==> src/rtl/pc_redirect_unit.sv <==
// Fetch PC owner for the MIPS core: applies ID-stage branch/jump redirects after the delay slot.
// Optional branch statistics counters are enabled with the BRANCH_STATS_EN macro.
module pc_redirect_unit #(
    parameter logic [31:0] RESET_PC = 32'h0000_3000
) (
    input  logic        clk,
    input  logic        reset,
    input  logic        stall,
    input  logic        fetch_ready,
    input  logic        id_valid,
    input  logic        is_br,
    input  logic        br_taken,
    input  logic        is_jump_imm,
    input  logic        is_jump_reg,
    input  logic [31:0] id_pc,
    input  logic [15:0] imm16,
    input  logic [25:0] instr_index,
    input  logic [31:0] jr_target,
    output logic [31:0] pc_out,
    output logic [31:0] link_addr,
    output logic        redirect,
    output logic        pending,
    output logic [31:0] br_total,
    output logic [31:0] br_taken_cnt
);

    typedef enum logic {RUN, HOLD} state_t;

    state_t      state_q;
    logic [31:0] pc_q;
    logic [31:0] pendTarget_q;
    logic        pending_q;
    logic        redirect_q;

    logic [31:0] idPcPlus4;
    logic [31:0] branchOffset;
    logic        take;
    logic [31:0] target;

    assign idPcPlus4    = id_pc + 32'd4;
    assign branchOffset = {{14{imm16[15]}}, imm16, 2'b00};
    assign take         = id_valid & ~stall & (is_jump_reg | is_jump_imm | (is_br & br_taken));
    assign link_addr    = id_pc + 32'd8;

    // Illegal multi-source decisions fall out of the priority order here.
    always_comb begin
        target = idPcPlus4 + branchOffset;
        if (is_jump_reg) begin
            target = jr_target;
        end else if (is_jump_imm) begin
            target = {idPcPlus4[31:28], instr_index, 2'b00};
        end
    end

    // In HOLD the delay slot is being fetched at the old PC; the buffered target follows it.
    always_ff @(posedge clk) begin
        if (reset) begin
            state_q      <= RUN;
            pc_q         <= RESET_PC;
            pendTarget_q <= 32'h0;
            pending_q    <= 1'b0;
            redirect_q   <= 1'b0;
        end else begin
            redirect_q <= take;
            case (state_q)
                RUN: begin
                    if (!stall) begin
                        if (fetch_ready) begin
                            pc_q <= take ? target : pc_q + 32'd4;
                        end else if (take) begin
                            pendTarget_q <= target;
                            pending_q    <= 1'b1;
                            state_q      <= HOLD;
                        end
                    end
                end
                HOLD: begin
                    if (fetch_ready) begin
                        pc_q      <= pendTarget_q;
                        pending_q <= 1'b0;
                        state_q   <= RUN;
                    end
                end
                default: state_q <= RUN;
            endcase
        end
    end

    assign pc_out   = pc_q;
    assign pending  = pending_q;
    assign redirect = redirect_q;

`ifdef BRANCH_STATS_EN
    logic [31:0] brTotal_q;
    logic [31:0] brTaken_q;
    logic        brAccepted;

    assign brAccepted = id_valid & ~stall & is_br;

    always_ff @(posedge clk) begin
        if (reset) begin
            brTotal_q <= 32'h0;
            brTaken_q <= 32'h0;
        end else if (brAccepted) begin
            brTotal_q <= brTotal_q + 32'd1;
            if (br_taken) begin
                brTaken_q <= brTaken_q + 32'd1;
            end
        end
    end

    assign br_total     = brTotal_q;
    assign br_taken_cnt = brTaken_q;
`else
    assign br_total     = 32'h0;
    assign br_taken_cnt = 32'h0;
`endif

endmodule

==> config.mk <==
export PLATFORM = sky130hd
export DESIGN_NAME = pc_redirect_unit
export DESIGN_NICKNAME = d
export VERILOG_FILES = /design/src/rtl/pc_redirect_unit.sv
export SDC_FILE = /design/constraint.sdc
export NUM_CORES = 1
export LEC_CHECK = 0
export ABC_AREA = 1
export BUFFER_PORTS_ARGS = -buffer_cell sky130_fd_sc_hd__buf_2
export CORE_MARGIN = 2
export CORE_UTILIZATION = 30
export CTS_CLUSTER_SIZE = 20
export DETAILED_ROUTE_END_ITERATION = 10
export PLACE_DENSITY_LB_ADDON = 0.15
export SLEW_MARGIN = 25
export SYNTH_ARGS = -nofsm -noshare
export SYNTH_HDL_FRONTEND = slang
export SYNTH_SLANG_ARGS = --single-unit
==> constraint.sdc <==
create_clock -name clk -period 3 [get_ports clk]
set_input_delay 0.45 -clock clk [delete_from_list [all_inputs] [get_ports clk]]
set_output_delay 0.45 -clock clk [all_outputs]
set_load 0.05 [all_outputs]
==> results.md, run 1 <==
- Max Buffers Root-to-Sink: 2
- Area of the core: between 20000 and 30000 um2
- Worst Max-Slew Pin Slew: roughly 750 ps
- Max-capacitance violation count: 0
- Antenna violations before repair: 1
- DRC: 0
- Post-layout util: a little over two fifths
- Post-synthesis cell type count: 47
- Post-DP HPWL: about 26000 um
- Num ports: about 250
- DR vias/cell: approximately 4.7
- Number of global-route vias before repair: approximately 9300
- Endpoints failing hold: 0
- Number of buffers created by CTS: 9
- Final Cycle Share: 98.7%
- Fraction of the mapped netlist area in compound gates: between 10% and 20%
- Worst hold path stage count: 2
- Number of enable flip-flop cells after synthesis: 0
- Sequential element share of the synthesized area: about 16%
- Fraction of synthesized cell area in xor and xnor cells: under 10%
- TritonCTS clock tree: yes
- Class of the most critical hold timing path: input port to flop
- Highest-count cells in the layout ignoring fill and taps: sky130_fd_sc_hd__nand2_1 (361), sky130_fd_sc_hd__buf_4 (186), sky130_fd_sc_hd__buf_2 (178)
- Cell area reported after detailed placement: about 11000 um2
- H-tree levels: 3
- Final routed wirelength across all metal layers: roughly 32000 um
- Final non-filler cell area: between 10000 and 15000 um2
- Congestion Overflow GR: 0
- Global-route wire length before repair: between 40000 and 50000 um
- Relative slew margins: about half
- Clock transition at the registers of the reported paths: about 60 ps
- Pre-Repair DR Iteration Count: 5
- Area of the mapped netlist: 8160 um2
- Fraction of final layout cells sized beyond drive strength 1: between 30% and 40%
- Final setup violation count: 0
- Nature of the critical path endpoint: flop
- Setup clock skew after layout: approximately 3.7 ps
- Hold path start: fetch_ready
- Number of DRC markers in iteration 0: approximately 540
- Maximum number of pins on one net before global-route repair: 49
- Crit-path max FO: 3
- Cell chosen for the clock root: sky130_fd_sc_hd__clkbuf_16
- Routed WL per cell: ~15 um
- Power Dens Cells: approximately 330 nW/um2
- Area growth from synthesis to layout: 44.2%
- Post-Synth Adder-Cell Area: between 5 and 6%
- GR Util All Layers: 21.9%
- Critical path startpoint category: input port
- Largest family of logic cells by synthesized area: simple AND/OR/NAND/NOR gates
- Count of buffers from port buffering: 180
- Number of inserted diodes: 0
- Number of instances in the synthesized netlist: approximately 1400
- Reg-to-Reg End: pc_out[24]
- Worst hold slack: between 300 and 400 ps
- Number of nets in the finished design: 1879
- Yosys warning count: 0
- DIE AREA: around 29000 um2
- Avg Inst Size Synth: 5.90 um2
- Worst-case hold path end point: state_q
- R2r worst-path depth: 11
- Worst-case register-to-register setup slack: roughly 940 ps
- Number of synthesized register bits: 67
- Run status: finished, final reports clean
- Site Rows: 60
- Effective utilization at floorplan: 30.5%
- Simple-gate share of the synthesized area: a little over a third
- Overall power consumption: 3900 uW
- Number of sinks driven by the clock tree: between 60 and 70
- Die Width: between 150 and 200 um
- Most common library cell in the layout ignoring fill and taps: sky130_fd_sc_hd__nand2_1
- Peak supply drop: about 230 uV
- Multiplexer area fraction after synthesis: 0%
- Setup tns final: 0 ps
- Post-synthesis async set-or-reset flop share: 0%
- Fmax: approximately 340 MHz
- Classification of the worst setup path: input port to flop
- Die height: approximately 170 um
- Critical path data arrival time: 3230 ps
- Final antenna-violating net count: 0
- Endpoint required time on the critical path: between 3000 and 4000 ps
- Final critical path time including I/O delays and setup: slightly below 3000 ps
- Fill cell count: between 2000 and 3000
- FF-to-FF Start: pc_out[2]
- Total via count in the routed design: 9774
- RePlAce Congestion: approximately 0.94
- Most common flop cell mapped by yosys: sky130_fd_sc_hd__dfxtp_1
- Number of buffers added to fix hold violations after cts: 0
- Worst skew pair latency: 340 ps
- RSZ-0062 raised after global routing: true
- Pins over their slew limit: 0
- Static leakage power: approximately 0.0061 uW
## Yosys cell counts, types with 2 or more instances
cell	number	area share, %
sky130_fd_sc_hd__ha_1	36	5.5
sky130_fd_sc_hd__a22oi_1	4	0.37
sky130_fd_sc_hd__buf_2	11	0.67
sky130_fd_sc_hd__nand3_2	4	0.49
sky130_fd_sc_hd__inv_2	4	0.18
sky130_fd_sc_hd__nand2_4	2	0.28
sky130_fd_sc_hd__nor3_1	14	0.86
sky130_fd_sc_hd__a31oi_1	2	0.15
sky130_fd_sc_hd__o21bai_1	17	1.6
sky130_fd_sc_hd__nor4_1	9	0.69
sky130_fd_sc_hd__nor2_1	93	4.3
sky130_fd_sc_hd__nand3_1	65	4.0
sky130_fd_sc_hd__a21o_1	3	0.28
sky130_fd_sc_hd__nand2_2	13	1.0
sky130_fd_sc_hd__nor3_2	6	0.74
sky130_fd_sc_hd__a221oi_1	8	0.86
sky130_fd_sc_hd__and3_1	2	0.15
sky130_fd_sc_hd__inv_1	183	8.4
sky130_fd_sc_hd__a21oi_2	3	0.32
sky130_fd_sc_hd__xor2_1	60	6.4
sky130_fd_sc_hd__o21ai_1	3	0.18
sky130_fd_sc_hd__nor2_4	7	0.97
sky130_fd_sc_hd__a21oi_1	95	5.8
sky130_fd_sc_hd__clkbuf_1	21	0.97
sky130_fd_sc_hd__o22ai_1	2	0.15
sky130_fd_sc_hd__nand4_1	15	1.1
sky130_fd_sc_hd__nor2_2	9	0.69
sky130_fd_sc_hd__nor2_8	3	0.74
sky130_fd_sc_hd__nand2_1	412	19
sky130_fd_sc_hd__a211oi_1	2	0.18
sky130_fd_sc_hd__buf_4	70	6.4
sky130_fd_sc_hd__dfxtp_1	67	16
sky130_fd_sc_hd__or2_2	4	0.31
sky130_fd_sc_hd__o211ai_1	4	0.37
sky130_fd_sc_hd__o21ai_0	100	6.1
sky130_fd_sc_hd__xnor2_1	20	2.1
## cells by family after synthesis
family | Yosys count
buffers and inverters | 294
DFF | 67
AOI/OAI and AO/OA | 245
other | 1
xor gates and xnor gates | 80
adders and majority gates | 37
and+or+nand+nor | 660
## report_power, final
group | internal, uW | switching [uW] | leakage (uW) | total (uW)
clock network | 555 | 398 | 0.000125 | 953
registers | 943 | 58.5 | 0.000549 | 1000
logic | 695 | 1250 | 0.00538 | 1950
total | 2190 | 1710 | 0.00606 | 3900
## how the worst max path moves through the flow
stage	startpoint	to	slack [ps]	cells after the start
2_1_floorplan	id_pc[3]	pendTarget_q[31]	-320	26
4_1_cts	id_pc[3]	pc_out[12]	-20	24
3_5_place_dp	id_pc[3]	pendTarget_q[22]	-670	22
5_1_grt	id_pc[4]	pc_out[31]	-140	24
6_report	id_pc[4]	pc_out[30]	40	24
3_3_place_gp	id_pc[3]	pendTarget_q[22]	-630	22
## state kept, by name, indices dropped and copies added, names as in the netlist
signal and cells:
pc_out 32, pendTarget_q 32, pending 1, redirect 1, state_q 1
## what timing repair did
item / in CTS / in global routing
pin swaps: 20 / 57
cloned: 0 / 0
resized for setup: 29 / 165
setup endpoints to repair: 30 / 48
setup buffers: 7 / 11
## routing by layer
layer,up-vias,track usage [%],wire length (um)
li1,4967,-,-
met1,4511,27.7,14100
met2,262,39.8,16200
met3,32,2.36,1270
met4,2,4.95,547
met5,-,0,13
## worst max-delay path, cell delays in order
cell                       delay (ps)
sky130_fd_sc_hd__buf_8             80
sky130_fd_sc_hd__ha_4             140
sky130_fd_sc_hd__inv_4             40
sky130_fd_sc_hd__nor2_8            90
sky130_fd_sc_hd__clkinv_4          90
sky130_fd_sc_hd__nor2_8           110
sky130_fd_sc_hd__nand2_4           70
sky130_fd_sc_hd__nor3_4           220
sky130_fd_sc_hd__nand3_2          140
sky130_fd_sc_hd__xor2_4           170
sky130_fd_sc_hd__nor2_1            80
sky130_fd_sc_hd__a21oi_1           50
sky130_fd_sc_hd__buf_4            160
sky130_fd_sc_hd__ha_4             300
sky130_fd_sc_hd__nand2_4           80
sky130_fd_sc_hd__nor2_4           150
sky130_fd_sc_hd__nand2_1           80
sky130_fd_sc_hd__inv_2             90
sky130_fd_sc_hd__nand3_2          110
sky130_fd_sc_hd__nand3_1          100
sky130_fd_sc_hd__nand3_1          100
sky130_fd_sc_hd__nand2_2           90
sky130_fd_sc_hd__nand3_2           70
sky130_fd_sc_hd__a21oi_1          150
## layout make-up
| cell class | instances | area, um2 | area share (%) |
|---|---|---|---|
| clock buffer | 11 | 233 | 1.98 |
| clock inverter | 5 | 30.0 | 0.255 |
| inverter | 188 | 713 | 6.06 |
| multi-input combinational | 1086 | 6560 | 55.8 |
| sequential | 67 | 1340 | 11.4 |
| tap | 341 | 427 | 3.63 |
| timing repair buffer | 375 | 2460 | 20.9 |
## stage by stage
stage	setup slack, ps	std cells
after global placement	-631	2039
after detailed placement	-665	2039
after CTS	-19.1	2062
after floorplan	-316	1447
after global routing	-139	2073
final	37.7	2073
No activity file was read; power rests on OpenSTA's default activity.
==> run 2: changes to the inputs <==
--- a/config.mk
+++ b/config.mk
@@ -6,7 +6,7 @@
 export NUM_CORES = 1
 export LEC_CHECK = 0
 export ABC_AREA = 1
-export BUFFER_PORTS_ARGS = -buffer_cell sky130_fd_sc_hd__buf_2
+export BUFFER_PORTS_ARGS = -buffer_cell sky130_fd_sc_hd__clkbuf_2
 export CORE_MARGIN = 2
 export CORE_UTILIZATION = 30
 export CTS_CLUSTER_SIZE = 20
==> run 2 against run 1 <==
Compared with the run above: via count about the same; non-clock buffer count rose by 4; worst setup slack better by 6.5 ps; sequential power is essentially flat; utilization fell by 0.61 points; first-iteration DRC count is 9.6% lower; die area stayed put; critical path depth is 2 lower; sequential share of layout area is 0.16 points higher; register-to-register slack improved by 60 ps; final cell count is 0.19% higher; hold slack got worse by 8.8 ps; highest routed layer unchanged.
==> results.md, run 2 (synthesized netlist as in run 1, its figures left out) <==
- Highest-count cells in the layout ignoring fill and taps: sky130_fd_sc_hd__nand2_1 (364), sky130_fd_sc_hd__buf_4 (197), sky130_fd_sc_hd__inv_1 (178), sky130_fd_sc_hd__clkbuf_2 (178), sky130_fd_sc_hd__o21ai_0 (86)
- Uppermost signal routing layer after detailed routing: met5
- Endpoint required time on the critical path: 3270 ps (about the same)
- Clock transition at the registers of the reported paths: 60 ps (about the same)
- Routed WL per cell: 15.7 um (+1.3%)
- Total via count in the routed design: 9775 (+0.010%)
- Number of inserted diodes: 0 (unchanged)
- Reg-to-Reg End: pc_out[27]
- Count of buffers from port buffering: 180 (unchanged)
- Die height: 169 um (unchanged)
- TritonCTS clock tree: yes
- Number of DRC markers in iteration 0: 489 (-9.6%)
- Wire length on met3: 1430 um (+13%)
- Worst skew pair latency: 340 ps (about the same)
- GR Util All Layers: 22.3% (+0.45 points)
- Maximum number of pins on one net before global-route repair: 43 (-12%)
- Number of sinks driven by the clock tree: 67 (unchanged)
- RSZ-0062 raised after global routing: true
- Cells traversed along the worst timing path: clkbuf_2 -> ha_2 -> inv_1 -> nor2_4 -> nand2_4 -> nor2_4 -> buf_4 -> nand2_1 -> xor2_1 -> ha_1 -> nand2_4 -> nor3_4 -> inv_1 -> nor2_4 -> nand4_1 -> nand3_1 -> nand2_1 -> nand3_1 -> nand2_1 -> nand2_2 -> nand2_1 -> a21oi_1
- Most common library cell in the layout ignoring fill and taps: sky130_fd_sc_hd__nand2_1
- Max stage delay on crit path: 400 ps (+100 ps)
- Worst hold slack: 361 ps (-8.84 ps)
- Number of nets in the finished design: 1883 (+0.21%)
- Fraction of final layout cells sized beyond drive strength 1: 33.6% (-1.5 points)
- Endpoints failing hold: 0 (unchanged)
- Num ports: 245 (unchanged)
- Cell chosen for the clock root: sky130_fd_sc_hd__clkbuf_16
- Largest delay contributor family on the critical path: simple AND/OR/NAND/NOR gates
- Class of the most critical hold timing path: input port to flop
- Most repeated library cell on the critical path: sky130_fd_sc_hd__nand2_1
- Post-layout util: 43.3% (-0.61 points)
- Number of buffers created by CTS: 9 (unchanged)
- Worst hold path stage count: 2 (unchanged)
- Final critical path time including I/O delays and setup: 2960 ps (-6.50 ps)
- Crit-path max FO: 5 (+2)
- Die Width: 169 um (unchanged)
- Final antenna-violating net count: 0 (unchanged)
- Total routed wire length on the met1 layer: 14300 um (+1.9%)
- Setup clock skew after layout: 7.73 ps (+4.04 ps)
- Final routed wirelength across all metal layers: 32600 um (+1.5%)
- Congestion Overflow GR: 0 (unchanged)
- Run status: finished, final reports clean
- Setup tns final: 0 ps (unchanged)
- Worst-case hold path end point: state_q
- DR vias/cell: 4.71 (-0.18%)
- Worst-case register-to-register setup slack: 1000 ps (+60 ps)
- Power Dens Cells: 345 nW/um2 (+4.1%)
- Relative slew margins: 57.2% (+7.1 points)
- DRC: 0 (unchanged)
- Effective utilization at floorplan: 30.5% (unchanged)
- Max Buffers Root-to-Sink: 2 (unchanged)
- Worst path depth: 22 (-8.3%)
- Slowest stage cell on the critical path: sky130_fd_sc_hd__ha_1
- Antenna violations before repair: 2 (+1)
- FF-to-FF Start: pc_out[4]
- Area of the core: 26800 um2 (unchanged)
- Buf/Inv on CP: 4 (-1)
- Pins over their slew limit: 0 (unchanged)
- Classification of the worst setup path: input port to flop
- Post-DP HPWL: 27100 um (+3.3%)
- Critical path data arrival time: 3230 ps (about the same)
- DIE AREA: 28500 um2 (unchanged)
- Area growth from synthesis to layout: 42.2%
- Static leakage power: 0.00610 uW (+0.66%)
- Hold path start: fetch_ready
- Site Rows: 60 (unchanged)
- Critical path startpoint category: input port
- Number of global-route vias before repair: 9520 (+2.1%)
- R2r worst-path depth: 8 (-3)
- Max-capacitance violation count: 0 (unchanged)
- Detailed-routed wire length on met2: 15900 um (-2.1%)
- Peak supply drop: 271 uV (+18%)
- RePlAce Congestion: 0.924 (-1.4%)
- Worst Max-Slew Pin Slew: 643 ps (-106 ps)
- Pre-Repair DR Iteration Count: 7 (+2)
- H-tree levels: 3 (unchanged)
- Final Cycle Share: 98.5% (-0.22 points)
- Nature of the critical path endpoint: flop
- Fmax: 338 MHz (+0.22%)
- Global-route wire length before repair: 50300 um (+1.9%)
- Final setup violation count: 0 (unchanged)
run 2: cell type report:
| type | count | area (um2) |
|---|---|---|
| multi-input cells | 1086 | 6370 |
| clock inverters | 4 | 47.5 |
| well taps | 341 | 427 |
| flip-flops and latches | 67 | 1340 |
| clock buffers | 12 | 267 |
| fillers | 2967 | 15200 |
| repair buffers | 379 | 2430 |
| inverters | 188 | 713 |
run 2: metrics by stage:
stage | worst slack (ps) | std cells | total power [uW] | instance area, um2
floorplan | -316 | 1447 | 2170 | 8560
global placement | -527 | 2053 | 2780 | 10700
detailed placement | -554 | 2053 | 2780 | 10700
CTS | -47.2 | 2071 | 3910 | 11100
global route | -148 | 2077 | 4240 | 11600
finish | 44.2 | 2077 | 4000 | 11600
run 2: where the power goes:
part           switching [uW]  internal [uW]
Combinational            1240            660
Clock                     393            708
Sequential               58.5            943
Total                    1690           2310
run 2: worst max path at each step:
stage	startpoint	end	slack (ps)
CTS	id_pc[18]	pc_out[22]	-50
detailed placement	id_pc[18]	pc_out[22]	-550
global placement	id_pc[18]	pc_out[22]	-530
global route	id_pc[2]	pc_out[30]	-150
finish	id_pc[2]	pc_out[22]	40
floorplan	id_pc[3]	pendTarget_q[31]	-320
run 2: worst register-to-register path, stage by stage, from the launching register on:
cell and delay (ps):
sky130_fd_sc_hd__dfxtp_1 460, sky130_fd_sc_hd__inv_1 90, sky130_fd_sc_hd__nor2_1 330, sky130_fd_sc_hd__nand2_1 250, sky130_fd_sc_hd__nor2_1 270, sky130_fd_sc_hd__nand2_1 120
sky130_fd_sc_hd__xor2_1 170, sky130_fd_sc_hd__a21oi_1 130, sky130_fd_sc_hd__a21oi_1 70
run 2: timing repair:
action,in CTS,in global routing
hold buffers,0,0
setup buffers,2,7
pin swaps,10,65
gates resized for setup,25,129
endpoints found under the setup margin,24,46
hold endpoints to repair,0,0
run 2: metal layers:
| layer | vias up | track usage, % |
|---|---|---|
| met5 | - | 0 |
| met4 | 2 | 7.57 |
| met3 | 60 | 2.62 |
| met2 | 284 | 39.4 |
| met1 | 4455 | 28.1 |
| li1 | 4974 | - |
